<file path="config.mk">
export PLATFORM = sky130hd
export DESIGN_NAME = updown_counter_p_flat
export DESIGN_NICKNAME = d
export VERILOG_FILES = /design/src/rtl/updown_counter_p_if.sv /design/src/rtl/updown_counter_p.sv /design/src/flat_wrapper.sv
export SDC_FILE = /design/constraint.sdc
export NUM_CORES = 1
export LEC_CHECK = 0
export ABC_AREA = 1
export ABC_CLOCK_PERIOD_IN_PS = 10260
export CAP_MARGIN = 20
export CORE_UTILIZATION = 45
export CTS_CLUSTER_DIAMETER = 50
export CTS_CLUSTER_SIZE = 10
export DETAILED_ROUTE_END_ITERATION = 8
export GPL_ROUTABILITY_DRIVEN = 0
export GPL_TIMING_DRIVEN = 0
export PLACE_DENSITY = 0.65
export RECOVER_POWER = 50
export SYNTH_ARGS = -nofsm -noshare
export SYNTH_HDL_FRONTEND = slang
export SYNTH_SLANG_ARGS = --single-unit
</file>
<file path="constraint.sdc">
create_clock -name clk -period 10.26 [get_ports clk]
set_input_delay 2.565 -clock clk [delete_from_list [all_inputs] [get_ports clk]]
set_output_delay 2.565 -clock clk [all_outputs]
set_load 0.005 [all_outputs]
</file>
<file path="src/rtl/updown_counter_p_if.sv">
// Control/data bundle for updown_counter_p; compare signals exist only with COUNTER_CMP_EN.
interface updown_counter_p_if #(
  parameter int unsigned WIDTH  = 8,
  parameter int unsigned STEP_W = 4
);
  logic [WIDTH-1:0]  Data_in;
  logic              Load;
  logic              CountEN;
  logic              INC;
  logic [STEP_W-1:0] Step;
  logic [WIDTH-1:0]  Limit;
  logic              Sat;
  logic              Flag_Clr;
  logic [WIDTH-1:0]  Output;
  logic              TC;
  logic              Ovf;
  logic              Unf;
`ifdef COUNTER_CMP_EN
  logic [WIDTH-1:0]  Cmp_in;
  logic              Cmp_Load;
  logic              Match;
`endif

`ifdef COUNTER_CMP_EN
  modport master (
    output Data_in, Load, CountEN, INC, Step, Limit, Sat, Flag_Clr, Cmp_in, Cmp_Load,
    input  Output, TC, Ovf, Unf, Match
  );
  modport slave (
    input  Data_in, Load, CountEN, INC, Step, Limit, Sat, Flag_Clr, Cmp_in, Cmp_Load,
    output Output, TC, Ovf, Unf, Match
  );
`else
  modport master (
    output Data_in, Load, CountEN, INC, Step, Limit, Sat, Flag_Clr,
    input  Output, TC, Ovf, Unf
  );
  modport slave (
    input  Data_in, Load, CountEN, INC, Step, Limit, Sat, Flag_Clr,
    output Output, TC, Ovf, Unf
  );
`endif
endinterface

</file>
<file path="src/rtl/updown_counter_p.sv">
// Parametrised up/down counter with runtime limit, wrap/saturate, TC pulse and sticky flags.
// Optional compare unit enabled by defining COUNTER_CMP_EN.
module updown_counter_p #(
  parameter int unsigned WIDTH  = 8,
  parameter int unsigned STEP_W = 4
) (
  input  logic              clk,
  input  logic              Clear,
  updown_counter_p_if.slave bus
);
  localparam int unsigned CW = WIDTH + 1;

  logic [WIDTH-1:0]  count_q, count_d;
  logic              tc_q, tc_d;
  logic              ovf_q, ovf_d;
  logic              unf_q, unf_d;

  logic [STEP_W-1:0] step;
  logic [CW-1:0]     lim_x, lim_p1, cnt_x, base, step_x, step_c, sum;
  logic              count_en;

  // Operands widened by one bit so Limit+1 and base+step never truncate.
  assign step     = bus.Step;
  assign lim_x    = {1'b0, bus.Limit};
  assign lim_p1   = lim_x + CW'(1);
  assign cnt_x    = {1'b0, count_q};
  assign base     = (cnt_x < lim_x) ? cnt_x : lim_x;
  assign step_x   = CW'(step);
  assign step_c   = (step_x > lim_p1) ? lim_p1 : step_x;
  assign sum      = base + step_c;
  assign count_en = bus.CountEN && (step != '0);

  always_comb begin
    count_d = count_q;
    tc_d    = 1'b0;
    ovf_d   = ovf_q & ~bus.Flag_Clr;
    unf_d   = unf_q & ~bus.Flag_Clr;
    if (bus.Load) begin
      count_d = (bus.Data_in > bus.Limit) ? bus.Limit : bus.Data_in;
    end else if (count_en) begin
      if (bus.INC) begin
        if (sum > lim_x) begin
          tc_d    = 1'b1;
          ovf_d   = 1'b1;
          count_d = bus.Sat ? bus.Limit : WIDTH'(sum - lim_p1);
        end else begin
          count_d = WIDTH'(sum);
        end
      end else begin
        if (base < step_c) begin
          tc_d    = 1'b1;
          unf_d   = 1'b1;
          count_d = bus.Sat ? '0 : WIDTH'(base + lim_p1 - step_c);
        end else begin
          count_d = WIDTH'(base - step_c);
        end
      end
    end
  end

  always_ff @(posedge clk) begin
    if (Clear) begin
      count_q <= '0;
      tc_q    <= 1'b0;
      ovf_q   <= 1'b0;
      unf_q   <= 1'b0;
    end else begin
      count_q <= count_d;
      tc_q    <= tc_d;
      ovf_q   <= ovf_d;
      unf_q   <= unf_d;
    end
  end

  assign bus.Output = count_q;
  assign bus.TC     = tc_q;
  assign bus.Ovf    = ovf_q;
  assign bus.Unf    = unf_q;

`ifdef COUNTER_CMP_EN
  logic [WIDTH-1:0] cmp_q;

  // Compare register resets to all ones so Match is low after Clear.
  always_ff @(posedge clk) begin
    if (Clear) begin
      cmp_q <= '1;
    end else if (bus.Cmp_Load) begin
      cmp_q <= bus.Cmp_in;
    end
  end

  assign bus.Match = (count_q == cmp_q);
`endif
endmodule
</file>
<file path="src/flat_wrapper.sv">
// flat-port wrapper written by rule: the top's interface ports become plain ports
module updown_counter_p_flat 
#(
  parameter int unsigned WIDTH  = 8,
  parameter int unsigned STEP_W = 4
)
  (clk, Clear, bus_Data_in, bus_Load, bus_CountEN, bus_INC, bus_Step, bus_Limit, bus_Sat, bus_Flag_Clr, bus_Output, bus_TC, bus_Ovf, bus_Unf);
  updown_counter_p_if #(.WIDTH(WIDTH), .STEP_W(STEP_W)) bus_i ();
  input  logic clk;
  input  logic Clear;
  input wire logic [$bits(bus_i.Data_in)-1:0] bus_Data_in;
  input wire logic [$bits(bus_i.Load)-1:0] bus_Load;
  input wire logic [$bits(bus_i.CountEN)-1:0] bus_CountEN;
  input wire logic [$bits(bus_i.INC)-1:0] bus_INC;
  input wire logic [$bits(bus_i.Step)-1:0] bus_Step;
  input wire logic [$bits(bus_i.Limit)-1:0] bus_Limit;
  input wire logic [$bits(bus_i.Sat)-1:0] bus_Sat;
  input wire logic [$bits(bus_i.Flag_Clr)-1:0] bus_Flag_Clr;
  output wire logic [$bits(bus_i.Output)-1:0] bus_Output;
  output wire logic [$bits(bus_i.TC)-1:0] bus_TC;
  output wire logic [$bits(bus_i.Ovf)-1:0] bus_Ovf;
  output wire logic [$bits(bus_i.Unf)-1:0] bus_Unf;
  assign bus_i.Data_in = bus_Data_in;
  assign bus_i.Load = bus_Load;
  assign bus_i.CountEN = bus_CountEN;
  assign bus_i.INC = bus_INC;
  assign bus_i.Step = bus_Step;
  assign bus_i.Limit = bus_Limit;
  assign bus_i.Sat = bus_Sat;
  assign bus_i.Flag_Clr = bus_Flag_Clr;
  assign bus_Output = bus_i.Output;
  assign bus_TC = bus_i.TC;
  assign bus_Ovf = bus_i.Ovf;
  assign bus_Unf = bus_i.Unf;
  updown_counter_p #(.WIDTH(WIDTH), .STEP_W(STEP_W)) u_core (.clk(clk), .Clear(Clear), .bus(bus_i));
endmodule
</file>
Word level (Yosys, flattened, before mapping)
Cells that the tools add are included.
Operators by class
  add/subtract/negate cells: 6
  $lt $le $gt $ge: 5
  mux-type cells: 21
  bitwise operators: 4
  reduce and logical (&&, ||, !) cells: 4
Operators with widths (count)
  two-way mux 8 bit: 9
  subtractor 8 bit: 3
  two-way mux 1 bit: 11
  adder 8 x 1 -> 9 bit, second input constant: 1
  adder 8 x 9 -> 9 bit: 1
  greater-than comparator 4 x 9 -> 1 bit: 1
  greater-than comparator 9 x 8 -> 1 bit: 1
  < comparator 8 x 9 -> 1 bit: 1
  two-way mux 9 bit: 1
  adder 8 bit: 1
  greater-than comparator 8 bit: 1
  < comparator 8 bit: 1
  nonzero test 4 bit: 1
  OR reduction 3 bit: 1
  AND 1 bit: 2
  NOT 1 bit: 2
  nonzero test 2 bit: 1
  logical AND 1 bit: 1
Word-level totals
  register bits after elaboration: 11
  bits of input ports: 27
  output and inout bits: 11

Depth between registers and ports, before layout
  depth in word-level cells: 10
  depth in mapped cells: 38
  mapped depth without buffers: 38

Least setup slack after synthesis
OpenSTA, ideal clock, no wires.
  kind: input to register
  from: input bus_Limit[0]
  to: register u_core.count_q[6], in the netlist u_core.bus.Output[6]
  library setup time: 0.133 ns
  data arrival time: 6.562 ns
  slack: 3.564 ns
  stages on the path: 36
  buffers on the path: 0
  path through: ha_1 > inv_1 > ha_1 > a21oi_1 > a211oi_1 > a21oi_1 > nand2_1 > nand4_1 > nor3_4 > nand2_1 > o21ai_0 > ha_1 > inv_1 > fa_1 > inv_1 > a31oi_1 > xor2_1 > inv_1 > ha_1 > nand2_1 > inv_1 > nand3b_1 > nand3_1 > nand2_1 > nand2_1 > nand2_1 > nand2_1 > nand2_1 > nand2_2 > clkinv_2 > a21oi_1 > nand2_1 > nand2_1 > nand2_1 > nand2_1 > a21oi_2
Between the ends
  cells in the longest elaborated chain, start to end: 10
Ends and longest elaborated chain
  start, declared: line flat_wrapper.sv:16  | input wire logic [$bits(bus_i.Limit)-1:0] bus_Limit;
  adder 8 x 1 -> 9 bit: line updown_counter_p.sv:25  | assign lim_p1 = lim_x + CW'(1);
  greater-than comparator 4 x 9 -> 1 bit: line updown_counter_p.sv:29  | assign step_c = (step_x > lim_p1) ? lim_p1 : step_x;
  two-way mux 9 bit: line updown_counter_p.sv:29
  adder 8 x 9 -> 9 bit: line updown_counter_p.sv:30  | assign sum = base + step_c;
  subtractor 8 bit: line updown_counter_p.sv:45  | count_d = bus.Sat ? bus.Limit : WIDTH'(sum - lim_p1);
  two-way mux 8 bit: line updown_counter_p.sv:45
  two-way mux 8 bit: line updown_counter_p.sv:42  | if (sum > lim_x) begin
  two-way mux 8 bit: line updown_counter_p.sv:41  | if (bus.INC) begin
  two-way mux 8 bit: line updown_counter_p.sv:40  | end else if (count_en) begin
  two-way mux 8 bit (*): line updown_counter_p.sv:38  | if (bus.Load) begin
  end signal, assigned: line updown_counter_p.sv:68  | count_q <= count_d;
  end, declared: line updown_counter_p.sv:13  | logic [WIDTH-1:0] count_q, count_d;
Mark *: on every way between the ends. The rest lies on a longest branch, timed or not. The select of a mux whose other input is x is not followed.
A chain may end at the register's enable or synchronous reset.

Worst setup path after layout
Same ends and word-level chain as after synthesis.

==> impl_metrics.json <==
{
  "status": "complete, no violations",
  "relSlewSlack": 0.503,
  "grt_usage": 0.259,
  "drv_slew": 0,
  "wl_per_cell_um": 14.2,
  "drt_first_pass_iters": 5,
  "drv_cap": 0,
  "critPathSlowestCell": "clkdlybuf4s50_1",
  "vias_per_cell": 5.21,
  "cts_made_buffers": 3,
  "nets": 658,
  "reg2reg_from": "u_core.bus.Output[1]",
  "cp_common_cell": "nand2_1",
  "cts-resized-gates": 0,
  "leakagePower_nw": 2.03,
  "cts_buffer_depth": 2,
  "crit_path_end_kind": "flop",
  "grt_pass1_vias": 3245,
  "wl_um": 9420,
  "synth.most_common_cell": "nand2_1",
  "grt_pass1_wl_um": 15500,
  "cp_max_fo": 11,
  "cts.clk_slew.worst_paths_ns": 0.05,
  "antenna_found_initial": 0,
  "synth_edf_count": 0,
  "ys_seq_area_frac": 0.0666,
  "critPathLaunchType": "input pin",
  "finalCritPeriodShare": 0.790,
  "ys_ff_latch": 11,
  "critical_path.max_stage_delay_ns": 0.66,
  "hp-start": "u_core.bus.Unf",
  "vias": 3456,
  "setup_ws_ns": 2.16,
  "grt_max_degree": 12,
  "max_freq_ghz": 0.123,
  "p_per_area_nw_per_um2": 168,
  "core_um2": 6940,
  "cts_root_buffer": "clkbuf_8",
  "crit_path_start": "bus_Limit[0]",
  "synth_area_um2": 3300,
  "synth_common_cells": "nand2_1 (128), inv_1 (75), a21oi_1 (58), ha_1 (53), nand3_1 (31)",
  "setup_violations": 0,
  "rows": 30,
  "area_delta_synth_final_pct": 16.3,
  "final.setup.tns_ns": 0,
  "synth.area.top_cells": "ha_1 (20%), nand2_1 (15%), a21oi_1 (8.8%)",
  "dp_slack_ns": 1.98,
  "cts_setup_buffers": 0,
  "detail-route-antenna-nets": 0,
  "syn_area_per_cell_um2": 6.35,
  "hp-class": "reg2reg",
  "grt.overflow.total": 0,
  "fp.dieW_um": 87.7,
  "clkLatencyLatePin_ns": 0.24,
  "antenna_cells": 0,
  "worstMarginPinSlew_ns": 0.737,
  "crit_type": "in2reg",
  "dieHeight_um": 87.7,
  "start_util": 0.476,
  "fin_skew_ns": 0.00110,
  "rsz0062_at_grt": "no",
  "drc_errors": 0,
  "dp_hpwl_um": 7930,
  "ys.flop_type": "dfxtp_1",
  "ys_types": 48,
  "placement.io_buffers": 34,
  "worstPathArrival_ns": 8.21,
  "hold_buffers": 0,
  "drive_gt1_frac": 0.106,
  "async_flop_share": 0,
  "synth.top_cell.area_share": 0.201,
  "synth_cells": 520,
  "yosys_warnings": 0,
  "die-area_um2": 7690,
  "drt_iter0_markers": 186,
  "pin_count": 38,
  "cts_tree": "built",
  "yosys.area.top_type": "ha_1",
  "htreeDepth": 1,
  "hold_viol_final": 0,
  "peakVddDrop_mv": 0.0706,
  "fin_crit_ns": 8.10,
  "numClockSinks": 11,
  "required_ns": 10.36
}
==> state kept, by name (all words and copies together), names as in the netlist <==
register	flops
u_core.bus.Ovf	1
u_core.bus.TC	1
u_core.bus.Output	8
u_core.bus.Unf	1
==> kinds of logic (layout without fill, tap and decap cells) <==
family                     Yosys count  count (layout)  synth area share
and+or+nand+nor                    220             220             0.312
AOI/OAI and AO/OA                  117             117             0.212
buffers and inverters               95             133             0.114
adders and majority gates           63              63             0.261
xor gates and xnor gates            12              12            0.0318
DFF                                 11              11            0.0666
other                                2              11           0.00227
==> worst max-delay path: cells and delay by family <==
kind | cells | cell delay (ns)
xor gates and xnor gates | 1 | 0.15
buffers and inverters | 7 | 1.33
and+or+nand+nor | 17 | 1.57
adders and majority gates | 5 | 1.77
AOI/OAI and AO/OA | 7 | 0.84
==> cells in the final DEF, fill, tap and decap left out, types with 3 or more instances in the layout <==
master	instances
fa_1	10
nor2_2	4
xnor2_1	3
inv_2	9
conb_1	11
o211ai_1	8
inv_1	75
a31oi_1	3
nand3_2	4
buf_2	4
nand2_2	9
nand2_4	5
nor3_1	3
o21ai_2	3
nand4_1	8
dlygate4sd3_1	11
a21oi_1	58
o21ai_0	23
nor2_1	21
clkbuf_8	3
a21oi_2	6
xor2_1	9
dfxtp_1	11
clkdlybuf4s50_1	23
clkbuf_1	4
ha_1	53
nand3_1	31
nand2_1	128
==> stage by stage <==
step | instances | util | hold slack, ns | power [mW] | instance area [um2]
global route | 663 | 0.554 | 0.495 | 0.726 | 3840
finish | 663 | 0.554 | 0.470 | 0.646 | 3840
CTS | 663 | 0.554 | 0.471 | 0.644 | 3840
floorplan | 529 | - | 0.460 | 0.471 | 3340
detailed placement | 659 | 0.547 | 0.460 | 0.596 | 3800
global placement | 659 | 0.547 | 0.456 | 0.586 | 3800
==> routing by layer <==
metal | vias up | share of wire | global-route usage
met5 | - | 0 | 0
met2 | 101 | 0.45 | 0.435
met1 | 1547 | 0.48 | 0.357
met4 | 0 | 0.023 | 0.0626
li1 | 1796 | - | -
met3 | 12 | 0.048 | 0.0236
==> layout make-up <==
cell class | count | area, um2
Timing Repair Buffer | 34 | 340
Tap cell | 96 | 120
Clock buffer | 4 | 45.0
Multi-Input combinational cell | 423 | 2740
Fill cell | 718 | 3100
Inverter | 86 | 324
Sequential cell | 11 | 220
Buffer | 9 | 53.8
==> power by group <==
part / switching (mW) / internal, mW / leakage (nW) / total [mW]
Clock: 0.0179 / 0.0274 / 0.0228 / 0.0453
Combinational: 0.340 / 0.208 / 1.91 / 0.548
Sequential: 0.00489 / 0.0480 / 0.0907 / 0.0529
==> worst paths after layout <==
path	end	slack [ns]	cells after the start
worst max register to register	u_core.bus.Output[6]	5.11	33
worst min-delay path	u_core.bus.Unf	0.47	2
worst max-delay path	u_core.bus.Output[6]	2.16	37
worst min register to register	u_core.bus.Unf	0.47	2
(Power assumes the default switching activity.)
